File: src/rtl/ctrl_pkg.sv
// Shared opcode, ALU, state and condition-select encodings for the multicycle control FSM,
// plus the packed control word that the FSM registers each cycle.
package ctrl_pkg;

  localparam logic [4:0] OP_RTYPE = 5'd0;
  localparam logic [4:0] OP_ADDI  = 5'd1;
  localparam logic [4:0] OP_SUBI  = 5'd2;
  localparam logic [4:0] OP_ANDI  = 5'd3;
  localparam logic [4:0] OP_ORI   = 5'd4;
  localparam logic [4:0] OP_LD    = 5'd8;
  localparam logic [4:0] OP_ST    = 5'd9;
  localparam logic [4:0] OP_JMP   = 5'd16;
  localparam logic [4:0] OP_BGE   = 5'd17;
  localparam logic [4:0] OP_BNE   = 5'd18;
  localparam logic [4:0] OP_BLE   = 5'd19;
  localparam logic [4:0] OP_BGEZ  = 5'd20;
  localparam logic [4:0] OP_BNZ   = 5'd21;
  localparam logic [4:0] OP_BLEZ  = 5'd22;
  localparam logic [4:0] OP_CALL  = 5'd23;
  localparam logic [4:0] OP_HALT  = 5'd31;

  localparam logic [4:0] ALU_ADD = 5'd0;
  localparam logic [4:0] ALU_SUB = 5'd1;
  localparam logic [4:0] ALU_AND = 5'd2;
  localparam logic [4:0] ALU_OR  = 5'd3;

  localparam logic [3:0] S_INIT = 4'd0;
  localparam logic [3:0] S_IDLE = 4'd1;
  localparam logic [3:0] S_IF   = 4'd2;
  localparam logic [3:0] S_IR   = 4'd3;
  localparam logic [3:0] S_ID   = 4'd4;
  localparam logic [3:0] S_EX   = 4'd5;
  localparam logic [3:0] S_MEM  = 4'd6;
  localparam logic [3:0] S_LMD  = 4'd7;
  localparam logic [3:0] S_WB   = 4'd8;
  localparam logic [3:0] S_HALT = 4'd9;

  // Which comparator bit steers the PC; the branch is taken when that bit is 0.
  localparam logic [1:0] SEL_NONE = 2'd0;
  localparam logic [1:0] SEL_GE   = 2'd1;
  localparam logic [1:0] SEL_NE   = 2'd2;
  localparam logic [1:0] SEL_LE   = 2'd3;

  typedef enum logic [2:0] {
    CLS_RTYPE, CLS_ITYPE, CLS_LD, CLS_ST, CLS_JMP, CLS_BR, CLS_CALL, CLS_HALT
  } op_class_t;

  typedef struct packed {
    logic       en_ins_mem, load_ir, en, read, write;
    logic       en_data_mem, wri_data_mem, ld_lmd;
    logic       ld_pc, reset_pc, reset_all;
    logic       writeport, writedata, src1, src2, selcomp, sel_pc, isbranch;
    logic [4:0] alu_func;
    logic [1:0] selsig;
    logic       sort_sel;
    logic [3:0] location;
    logic       busy, halted, err;
  } ctrl_t;

  // Quiet control word: every strobe low, R15 write path deselected.
  function automatic ctrl_t ctrl_idle();
    ctrl_t c;
    c = '0;
    c.isbranch = 1'b1;
    return c;
  endfunction

endpackage

File: src/rtl/opcode_decoder.sv
// Combinational opcode classifier: instruction class, ALU function, PC-condition select.
// Zero latency; unlisted opcodes raise illegal.
module opcode_decoder
  import ctrl_pkg::*;
(
  input  logic [4:0] opcode,
  input  logic [4:0] funct,
  output op_class_t  cls,
  output logic [4:0] alu_func,
  output logic [1:0] selsig,
  output logic       selcomp,
  output logic       illegal
);

  always_comb begin
    cls      = CLS_HALT;
    alu_func = ALU_ADD;
    selsig   = SEL_NONE;
    selcomp  = 1'b0;
    illegal  = 1'b0;
    case (opcode)
      OP_RTYPE: begin cls = CLS_RTYPE; alu_func = funct;   end
      OP_ADDI:  begin cls = CLS_ITYPE; alu_func = ALU_ADD; end
      OP_SUBI:  begin cls = CLS_ITYPE; alu_func = ALU_SUB; end
      OP_ANDI:  begin cls = CLS_ITYPE; alu_func = ALU_AND; end
      OP_ORI:   begin cls = CLS_ITYPE; alu_func = ALU_OR;  end
      OP_LD:    cls = CLS_LD;
      OP_ST:    cls = CLS_ST;
      OP_JMP:   cls = CLS_JMP;
      OP_BGE:   begin cls = CLS_BR; selsig = SEL_GE; end
      OP_BNE:   begin cls = CLS_BR; selsig = SEL_NE; end
      OP_BLE:   begin cls = CLS_BR; selsig = SEL_LE; end
      OP_BGEZ:  begin cls = CLS_BR; selsig = SEL_GE; selcomp = 1'b1; end
      OP_BNZ:   begin cls = CLS_BR; selsig = SEL_NE; selcomp = 1'b1; end
      OP_BLEZ:  begin cls = CLS_BR; selsig = SEL_LE; selcomp = 1'b1; end
      OP_CALL:  cls = CLS_CALL;
      OP_HALT:  cls = CLS_HALT;
      default:  illegal = 1'b1;
    endcase
  end

endmodule

File: src/rtl/control_fsm.sv
// Multicycle CPU control FSM: INIT/IDLE, then IF-IR-ID-EX[-MEM[-LMD]][-WB] per instruction.
// All outputs are registered from the next state, so they line up with the state they belong to.
module control_fsm
  import ctrl_pkg::*;
#(
  parameter int RETIRE_W = 16
) (
  input  logic                clk,
  input  logic                reset,
  input  logic                start,
  input  logic [31:0]         out_ins,
  input  logic [2:0]          comp_res,
  input  logic [3:0]          dbg_loc,
  output logic                en_ins_mem,
  output logic                load_ir,
  output logic                en,
  output logic                read,
  output logic                write,
  output logic                en_data_mem,
  output logic                wri_data_mem,
  output logic                ld_lmd,
  output logic                ld_pc,
  output logic                resetPC,
  output logic                reset_all,
  output logic                writeport,
  output logic                writedata,
  output logic                src1,
  output logic                src2,
  output logic                selcomp,
  output logic                selPC,
  output logic                isbranch,
  output logic [4:0]          alu_func,
  output logic [1:0]          selsig,
  output logic                sort_sel,
  output logic [3:0]          location,
  output logic                busy,
  output logic                halted,
  output logic                err,
  output logic [RETIRE_W-1:0] retired
);

  logic [3:0] state, state_nx;
  logic       init_pulsed;
  logic [9:0] ins_q;
  logic [9:0] dec_in;
  ctrl_t      q, nx;

  op_class_t  dec_cls;
  logic [4:0] dec_alu;
  logic [1:0] dec_selsig;
  logic       dec_selcomp, dec_illegal;

  // The comparator result is consumed by the PC mux in the datapath; only opcode/funct matter here.
  logic unused_ok;
  assign unused_ok = ^{comp_res, out_ins[26:5]};

  // out_ins is only trustworthy during ID; afterwards the copy latched at the end of ID is used.
  assign dec_in = (state == S_ID) ? {out_ins[31:27], out_ins[4:0]} : ins_q;

  opcode_decoder u_dec (
    .opcode   (dec_in[9:5]),
    .funct    (dec_in[4:0]),
    .cls      (dec_cls),
    .alu_func (dec_alu),
    .selsig   (dec_selsig),
    .selcomp  (dec_selcomp),
    .illegal  (dec_illegal)
  );

  always_comb begin
    state_nx = state;
    case (state)
      S_INIT: if (init_pulsed) state_nx = S_IDLE;
      S_IDLE: if (start) state_nx = S_IF;
      S_IF:   state_nx = S_IR;
      S_IR:   state_nx = S_ID;
      S_ID:   state_nx = (dec_illegal || dec_cls == CLS_HALT) ? S_HALT : S_EX;
      S_EX: begin
        case (dec_cls)
          CLS_LD, CLS_ST:                state_nx = S_MEM;
          CLS_RTYPE, CLS_ITYPE, CLS_CALL: state_nx = S_WB;
          default:                       state_nx = S_IF;
        endcase
      end
      S_MEM:  state_nx = (dec_cls == CLS_LD) ? S_LMD : S_IF;
      S_LMD:  state_nx = S_WB;
      S_WB:   state_nx = S_IF;
      S_HALT: state_nx = S_HALT;
      default: state_nx = S_INIT;
    endcase
  end

  always_comb begin
    nx = ctrl_idle();
    case (state_nx)
      S_INIT: begin nx.reset_all = 1'b1; nx.reset_pc = 1'b1; end
      S_IF:   begin nx.busy = 1'b1; nx.en_ins_mem = 1'b1; end
      S_IR:   begin nx.busy = 1'b1; nx.load_ir = 1'b1; end
      S_ID:   begin nx.busy = 1'b1; nx.en = 1'b1; nx.read = 1'b1; end
      S_EX: begin
        nx.busy     = 1'b1;
        nx.alu_func = dec_alu;
        case (dec_cls)
          CLS_RTYPE: begin nx.src1 = 1'b1; nx.src2 = 1'b1; end
          CLS_ITYPE, CLS_LD, CLS_ST: nx.src1 = 1'b1;
          CLS_BR: begin
            nx.ld_pc   = 1'b1;
            nx.selsig  = dec_selsig;
            nx.selcomp = dec_selcomp;
          end
          default: nx.ld_pc = 1'b1;  // JMP and CALL: unconditional, selsig/selPC stay 0
        endcase
      end
      S_MEM: begin
        nx.busy        = 1'b1;
        nx.en_data_mem = 1'b1;
        if (dec_cls == CLS_ST) begin
          nx.wri_data_mem = 1'b1;
          nx.ld_pc        = 1'b1;
          nx.sel_pc       = 1'b1;
        end
      end
      S_LMD: begin nx.busy = 1'b1; nx.ld_lmd = 1'b1; end
      S_WB: begin
        nx.busy      = 1'b1;
        nx.write     = 1'b1;
        nx.writeport = (dec_cls == CLS_RTYPE);
        nx.writedata = (dec_cls != CLS_LD);
        if (dec_cls == CLS_CALL) begin
          nx.isbranch = 1'b0;  // CALL already loaded the PC in EX; WB only saves NPC to R15
        end else begin
          nx.ld_pc  = 1'b1;
          nx.sel_pc = 1'b1;
        end
      end
      S_HALT: begin
        nx.halted   = 1'b1;
        nx.sort_sel = 1'b1;
        nx.location = dbg_loc;
        nx.err      = dec_illegal;
      end
      default: nx = ctrl_idle();
    endcase
  end

  always_ff @(posedge clk) begin
    if (reset) begin
      state       <= S_INIT;
      init_pulsed <= 1'b0;
      ins_q       <= '0;
      q           <= ctrl_idle();
      retired     <= '0;
    end else begin
      state <= state_nx;
      q     <= nx;
      if (state == S_INIT) init_pulsed <= 1'b1;
      if (state == S_ID) ins_q <= {out_ins[31:27], out_ins[4:0]};
      if (q.ld_pc) retired <= retired + 1'b1;
    end
  end

  assign en_ins_mem   = q.en_ins_mem;
  assign load_ir      = q.load_ir;
  assign en           = q.en;
  assign read         = q.read;
  assign write        = q.write;
  assign en_data_mem  = q.en_data_mem;
  assign wri_data_mem = q.wri_data_mem;
  assign ld_lmd       = q.ld_lmd;
  assign ld_pc        = q.ld_pc;
  assign resetPC      = q.reset_pc;
  assign reset_all    = q.reset_all;
  assign writeport    = q.writeport;
  assign writedata    = q.writedata;
  assign src1         = q.src1;
  assign src2         = q.src2;
  assign selcomp      = q.selcomp;
  assign selPC        = q.sel_pc;
  assign isbranch     = q.isbranch;
  assign alu_func     = q.alu_func;
  assign selsig       = q.selsig;
  assign sort_sel     = q.sort_sel;
  assign location     = q.location;
  assign busy         = q.busy;
  assign halted       = q.halted;
  assign err          = q.err;

endmodule
File: config.mk
export PLATFORM = sky130hd
export DESIGN_NAME = control_fsm
export DESIGN_NICKNAME = d
export VERILOG_FILES = /design/src/rtl/ctrl_pkg.sv /design/src/rtl/opcode_decoder.sv /design/src/rtl/control_fsm.sv
export SDC_FILE = /design/constraint.sdc
export NUM_CORES = 1
export LEC_CHECK = 0
export ABC_CLOCK_PERIOD_IN_PS = 7600
export BUFFER_PORTS_ARGS = -buffer_cell sky130_fd_sc_hd__buf_4
export CAP_MARGIN = 10
export CORE_ASPECT_RATIO = 1.25
export CORE_MARGIN = 3
export CORE_UTILIZATION = 53
export DETAILED_ROUTE_END_ITERATION = 10
export HOLD_SLACK_MARGIN = 0.15
export MAX_ROUTING_LAYER = met4
export PLACE_DENSITY = 0.92
export SLEW_MARGIN = 20
export SYNTH_ARGS = -nofsm -noshare
export SYNTH_HDL_FRONTEND = slang
export SYNTH_HIERARCHICAL = 1
export SYNTH_SLANG_ARGS = --single-unit
export TNS_END_PERCENT = 5
File: constraint.sdc
create_clock -name clk -period 7.6 [get_ports clk]
set_clock_uncertainty 0.2 [all_clocks]
set_input_delay 1.52 -clock clk [delete_from_list [all_inputs] [get_ports clk]]
set_output_delay 1.52 -clock clk [all_outputs]
set_load 0.02 [all_outputs]
==> summary.md, run 1 <==
| Metric | Value |
|---|---|
| Cell Area, Placed | 3070 µm² |
| Outcome | finished clean |
| Unique masters post-synth | 55 |
| MaxCap Viol Count | 0 |
| Post-route cell area | 3250 µm² |
| Drt pass-1 iters | 4 |
| Antenna violations before repair | 0 |
| Post-synth top flop | dfxtp_1 |
| Crit-path max FO | 11 |
| Pwr Density | 200 nW/µm² |
| Mapped cell area | 2610 µm² |
| ANT cells | 0 |
| Synth warnings | 6 |
| Vias per cell | approximately 5.4 |
| Area grow syn2layout | 24.5% |
| # setup viols final | 0 |
| Clk sinks | 61 |
| Fin crit share | 0.548 |
| Post-synth EDFFs | 0 |
| First-pass GRT wire length | 8730 µm |
| Final net count | 376 |
| HP Class | reg -> reg |
| Worst slew pin tran | 637 ps |
| Top post-synthesis cells by count | dfxtp_1 (61), nor2_1 (28), and2_1 (17) |
| Area of the core | between 4000 and 5000 µm² |
| Post_cts resized | 0 |
| Peak VDD IR | roughly 0.00014 V |
| Gr usage total | 0.202 |
| Gp weighted congestion | 0.803 |
| # rows | 27 |
| Residual DRC | 0 |
| Post-route ant nets | 0 |
| # port buffers | 65 |
| Area leader, netlist | dfxtp_1 |
| Tmin final | 4170 ps |
| RSZ-0062 raised after global routing | no |
| Syn_area_per_cell | 9.49 µm² |
| Clock Path Buffers | 2 |
| Crit path cell chain | buf_4, mux2_2, or3_4, o22a_2, nor2b_1, a21oi_1, a311oi_2, nand3b_2, nor4_1 |
| Setup crit end kind | flop |
| Synth async-reset ratio | 0 |
| Maximum clock rate | about 240 MHz |
| Root buffer cell | clkbuf_8 |
| Total CTS buffers | 9 |
| CP max stage cell | a311oi_2 |
| Sum Neg Setup Slack | 0 ps |
| Initial Utilization | 0.572 |
| Final Hold Fails | 0 |
| TritonCTS clock tree | yes |
| Per-cell routed wire length | 13.9 µm |
| Share of cells above drive strength 1 | 0.297 |
| Total die area | between 5000 and 6000 µm² |
| Part of the power in the clock network | 0.397 |
| Sw Share | 0.239 |
| HPWL Detailed | 3810 µm |
| Pint | between 0.0004 and 0.0005 W |
| Slew Viols, Final | 0 |
| Synth Instances | 275 |
| Max-Slew Margin vs Limit | 0.575 |
| Seq/Total Area, Yosys | 0.468 |
| Combinational fraction of design power | 0.090 |
| Final wirelength | 5470 µm |
| Area share of the largest cell type after synthesis | 0.468 |
| Leakage | ~1.4 nW |
| #FFs+latches synth | 61 |
| Most numerous cell in the Yosys netlist | dfxtp_1 |
| Setup bufs post-CTS | 0 |
| Critical path type | in -> reg |
| Slowest stage delay, CP | 570 ps |
| CTS Hold Bufs | 0 |
| Vias | ~2,100 |
| GRT overflow | 0 |
| Switching power of the nets | 0.000156 W |
| DRT iter0 DRCs | 87 |
| Post-Syn Nets | 318 |
| DIE HEIGHT | 84.4 µm |
| Later-pin clock latency in the skew report | about 330 ps |
| Reg power frac | 0.513 |
| Startpoint types | input pin |
| H-Tree Depth | 3 |
| I/O pins | 91 |
| Clock-pin slew on the worst setup and hold paths | 60 ps |
| Largest net degree at the start of global routing | 37 |
| Data required, critical path | 7640 ps |
| DIE WIDTH | about 70 µm |
| Largest cells by area after synthesis | dfxtp_1 (47%), mux2_2 (4.7%), and2_1 (4.1%) |
| Vias in the first global route | just over 2,000 |
| Layout fillers | 366 |
| CP arrival | 4200 ps |
## worst paths after layout
| kind | to | start | depth (start not counted) | slack [ps] |
|---|---|---|---|---|
| worst max register to register | selsig[0] | state[2] | 10 | 3520 |
| worst min-delay path | init_pulsed | init_pulsed | 2 | 290 |
| worst min register to register | init_pulsed | init_pulsed | 2 | 290 |
| worst max-delay path | selsig[0] | out_ins[27] | 9 | 3430 |
## cell families after synthesis
group | synth area share
AOI/OAI and AO/OA | 0.109
xor gates and xnor gates | 0.0470
adders and majority gates | 0.00863
buffers and inverters | 0.0494
muxes | 0.0513
DFF | 0.468
and+or+nand+nor | 0.267
## per-layer routing
| layer | share of wire | up-vias | track usage |
|---|---|---|---|
| li1 | - | 1063 | - |
| met5 | 0 | - | - |
| met1 | 0.40 | 1010 | 0.211 |
| met3 | 0.047 | 9 | 0.0562 |
| met2 | 0.54 | 44 | 0.351 |
| met4 | 0.015 | 0 | 0.0691 |
## layout by cell type, fill, tap and decap left out, types with 2 or more instances in the layout
| cell | count |
|---|---|
| or3_1 | 4 |
| and2_1 | 17 |
| o211ai_1 | 2 |
| and3_1 | 5 |
| a31oi_1 | 3 |
| nor3_4 | 2 |
| xor2_1 | 9 |
| or2_1 | 3 |
| nand2b_1 | 6 |
| o22ai_1 | 2 |
| nand3_1 | 5 |
| a21oi_1 | 11 |
| nor4_1 | 6 |
| o21ai_0 | 5 |
| dfxtp_1 | 61 |
| nor2b_1 | 13 |
| clkbuf_8 | 12 |
| nor2_1 | 28 |
| nor3_1 | 6 |
| o21bai_1 | 2 |
| nand4_1 | 4 |
| a21o_1 | 2 |
| mux2_2 | 11 |
| buf_4 | 65 |
| xnor2_1 | 5 |
| clkbuf_1 | 2 |
| nand2_1 | 9 |
| inv_1 | 7 |
| o22a_2 | 3 |
| nand3b_1 | 2 |
## worst max-delay path: cells and delay by family
kind | cells | cell delay, ps
AND/OR/NAND/NOR | 4 | 1170
buffers and inverters | 1 | 110
AO/OA/AOI/OAI | 3 | 1040
multiplexers | 1 | 360
## power groups by stage
stage / logic [W] / clock network, W / registers, W
2_1_floorplan: 0.0000445 / 0 / 0.000338
3_3_place_gp: 0.0000571 / 0 / 0.000340
3_5_place_dp: 0.0000584 / 0 / 0.000341
4_1_cts: 0.0000588 / 0.000261 / 0.000334
5_1_grt: 0.0000643 / 0.000275 / 0.000334
6_report: 0.0000587 / 0.000259 / 0.000334
## layout make-up
class	count	area [µm²]	area share
timing repair buffer	65	488	0.150
clock buffer	14	173	0.0532
clock inverter	1	5.00	0.00154
tap	58	72.6	0.0223
sequential	61	1220	0.376
multi-input combinational	188	1260	0.388
inverter	8	30.0	0.00924
## stage by stage
step	util	total power, W	hold WS (ps)	std cells	setup slack [ps]
after floorplan	-	0.000383	238	275	3460
after global placement	0.673	0.000397	253	380	3110
after detailed placement	0.673	0.000399	279	380	3110
after CTS	0.712	0.000653	292	395	3430
after global routing	0.712	0.000674	328	395	3160
final	0.712	0.000651	290	395	3430
## sequential cells by signal, summed over array words and instances (netlist names), 2 cells and up
register	count
ins_q	10
state	4
location	4
selsig	2
retired	16
alu_func	5
(Power assumes the default switching activity.)
==> run 2, diff against run 1 <==
--- a/config.mk
+++ b/config.mk
@@ -5,16 +5,16 @@
 export SDC_FILE = /design/constraint.sdc
 export NUM_CORES = 1
 export LEC_CHECK = 0
-export ABC_CLOCK_PERIOD_IN_PS = 7600
+export ABC_CLOCK_PERIOD_IN_PS = 3710
 export BUFFER_PORTS_ARGS = -buffer_cell sky130_fd_sc_hd__buf_4
 export CAP_MARGIN = 10
 export CORE_ASPECT_RATIO = 1.25
 export CORE_MARGIN = 3
-export CORE_UTILIZATION = 53
+export CORE_UTILIZATION = 45
 export DETAILED_ROUTE_END_ITERATION = 10
 export HOLD_SLACK_MARGIN = 0.15
 export MAX_ROUTING_LAYER = met4
-export PLACE_DENSITY = 0.92
+export PLACE_DENSITY = 0.84
 export SLEW_MARGIN = 20
 export SYNTH_ARGS = -nofsm -noshare
 export SYNTH_HDL_FRONTEND = slang
==> constraint.sdc (replaced) <==
create_clock -name clk -period 3.71 [get_ports clk]
set_clock_uncertainty 0.2 [all_clocks]
set_input_delay 0.742 -clock clk [delete_from_list [all_inputs] [get_ports clk]]
set_output_delay 0.742 -clock clk [all_outputs]
set_load 0.02 [all_outputs]
==> run 2 against run 1 <==
Effect of this change:
- combinational power rose to 2.5 times the previous value
- first-iteration DRC count fell by 6.9%
- register-to-register slack got worse by 3300 ps
- via count rose by 2.9%
- cell area rose by 5.1%
- global-route usage fell by 2.5 points
- flip-flop and latch count did not move
- sequential power rose by 100%
- sequential share of layout area fell by 1.8 points
- non-clock buffer count rose by 13
- power rose by 130%
- critical endpoint is now alu_func[3]
==> summary.md, run 2 (synthesis results as in run 1) <==
| Metric | Value |
|---|---|
| Outcome | finished clean |
| Tmin final | about 3500 ps |
| Vias per cell | 5.27 (-2.1%) |
| Most flops, register | retired |
| CTS Hold Bufs | 0 (unchanged) |
| Worst slew pin tran | 526 ps (-111 ps) |
| Gp weighted congestion | 0.816 (+1.6%) |
| Final net count | 389 (+3.5%) |
| Slew Viols, Final | 0 (unchanged) |
| Leakage | 1.46 nW (+6.7%) |
| DIE HEIGHT | 91.1 µm (+7.9%) |
| Pwr Density | 430 nW/µm² (+110%) |
| Root buffer cell | clkbuf_8 |
| Setup bufs post-CTS | 0 (unchanged) |
| Worst R2R Start | state[3] |
| Worst setup margin | 258 ps (-3180 ps) |
| CP endpoint | alu_func[3] |
| Residual DRC | 0 (unchanged) |
| RSZ-0062 raised after global routing | no |
| Met3 WL post-DR | 322 µm (+26%) |
| Most frequent cells in the layout | buf_4 (78), dfxtp_1 (61), nor2_1 (28) |
| Post-route cell area | 3410 µm² (+5.1%) |
| Area of the core | 5520 µm² (+21%) |
| DIE WIDTH | 74.1 µm (+7.8%) |
| M1 WL | 2240 µm (+2.4%) |
| Max reg flops | 16 (unchanged) |
| Data required, critical path | 3790 ps (-3850 ps) |
| Antenna violations before repair | 0 (unchanged) |
| # port buffers | 65 (unchanged) |
| Clock-pin slew on the worst setup and hold paths | 70 ps (about the same) |
| Setup crit start | state[3] |
| R2R Setup Slk | 260 ps (-3260 ps) |
| Total die area | 6750 µm² (+16%) |
| Top routing layer used | met4 |
| Combinational fraction of design power | 0.100 (+0.010) |
| Inst Count DP | 399 (+5.0%) |
| Startpoint types | flop |
| Layout fillers | 471 (+29%) |
| # rows | 30 (+11%) |
| DRT iter0 DRCs | 81 (-6.9%) |
| Non-filler cells, final | 415 (+5.1%) |
| Clock Path Buffers | 2 (unchanged) |
| Initial Utilization | 0.473 (-0.0992) |
| First-pass GRT wire length | 9160 µm (+4.9%) |
| HPWL Detailed | 4030 µm (+5.8%) |
| Part of the power in the clock network | 0.441 (+0.044) |
| GRT overflow | 0 (unchanged) |
| ANT cells | 0 (unchanged) |
| Later-pin clock latency in the skew report | 340 ps (about the same) |
| Final wirelength | 5500 µm (+0.49%) |
| Overall power | 0.00147 W (+130%) |
| Most common cell after layout, fill and taps aside | buf_4 |
| TritonCTS clock tree | yes |
| WL met2 | 2860 µm (-2.9%) |
| Switching power of the nets | 0.000354 W (+130%) |
| Max-Slew Margin vs Limit | 0.647 (+0.0714) |
| Total CTS buffers | 9 (unchanged) |
| Fin crit share | 0.931 |
| Area grow syn2layout | 30.8% |
| Peak VDD IR | 0.000256 V (+85%) |
| Vias in the first global route | 2,022 (-0.15%) |
| Pint | 0.00112 W (+130%) |
| Sum Neg Setup Slack | 0 ps (unchanged) |
| Share of cells above drive strength 1 | 0.333 (+0.0366) |
| MaxCap Viol Count | 0 (unchanged) |
| Maximum clock rate | 290 MHz |
| Critical path type | reg -> reg |
| Reg power frac | 0.458 (-0.055) |
| Final Hold Fails | 0 (unchanged) |
| Per-cell routed wire length | 13.2 µm (-4.3%) |
| Setup WS pre-CTS | 220 ps (-2890 ps) |
| Gr usage total | 0.177 (-0.0251) |
| Post-route ant nets | 0 (unchanged) |
| Setup crit end kind | flop |
| Worst reg2reg path endpoint | alu_func[3] |
| # setup viols final | 0 (unchanged) |
| HP Class | reg -> reg |
| Clk sinks | 61 (unchanged) |
| Largest net degree at the start of global routing | 37 (unchanged) |
| Vias | 2,187 (+2.9%) |
| Drt pass-1 iters | 4 (unchanged) |
| Sw Share | 0.241 (+0.00204) |
| Multi-input gate area | 1270 µm² (+1.3%) |
| Cell Area, Placed | 3190 µm² (+4.0%) |
| CP arrival | 3540 ps (-660 ps) |
| Crit-path max FO | 10 (-1) |
| R2R cell count | 11 (+1) |
| I/O pins | 91 (unchanged) |
| H-Tree Depth | 3 (unchanged) |
| FF+latch area | 1220 µm² (unchanged) |
## run 2: how the worst min path moves through the flow
stage                     cells past startpoint  slack (ps)          end   startpoint
after CTS                                     2         280  init_pulsed  init_pulsed
after floorplan                               2         240  init_pulsed  init_pulsed
after detailed placement                      2         270  init_pulsed  init_pulsed
after global placement                        2         260  init_pulsed  init_pulsed
final                                         2         280  init_pulsed  init_pulsed
after global routing                          2         350  init_pulsed  init_pulsed
## run 2: what timing repair did
item | in CTS | in global routing
hold endpoints to repair | 0 | 0
resized for setup | 0 | 0
endpoints found under the setup margin | 0 | 1
## run 2: metrics by stage
step	hold slack, ps	util
2_1_floorplan	238	-
3_3_place_gp	258	0.578
3_5_place_dp	265	0.578
4_1_cts	282	0.619
5_1_grt	351	0.619
6_report	277	0.619
## run 2: power groups by stage
stage	logic, W	registers, W	clock network [W]
after CTS	0.000148	0.000673	0.000664
after detailed placement	0.000147	0.000688	0
final	0.000147	0.000673	0.000649
after global placement	0.000144	0.000688	0
after global routing	0.000162	0.000674	0.000693
after floorplan	0.0000935	0.000693	0
## run 2: worst max-delay path, stage by stage, from the launching register on
cell and delay, ps:
dfxtp_1 320, nand2b_4 160, nor3_4 320, mux2_2 400
inv_2 80, maj3_1 160, a21o_1 280, or3b_1 440
a311o_1 430, nor3_4 190, and3b_1 270, and2_1 150
## run 2: final cells by class
class / instances / area share
Clock inverter: 7 / 0.0286
Clock buffer: 9 / 0.0363
Tap cell: 64 / 0.0235
Timing Repair Buffer: 78 / 0.172
Inverter: 8 / 0.00880
Sequential cell: 61 / 0.358
Multi-Input combinational cell: 188 / 0.374
## run 2: layer usage
| layer | vias to the layer above | track usage |
|---|---|---|
| li1 | 1093 | - |
| met1 | 1026 | 0.197 |
| met2 | 62 | 0.293 |
| met3 | 6 | 0.0532 |
| met4 | 0 | 0.0634 |
| met5 | - | - |
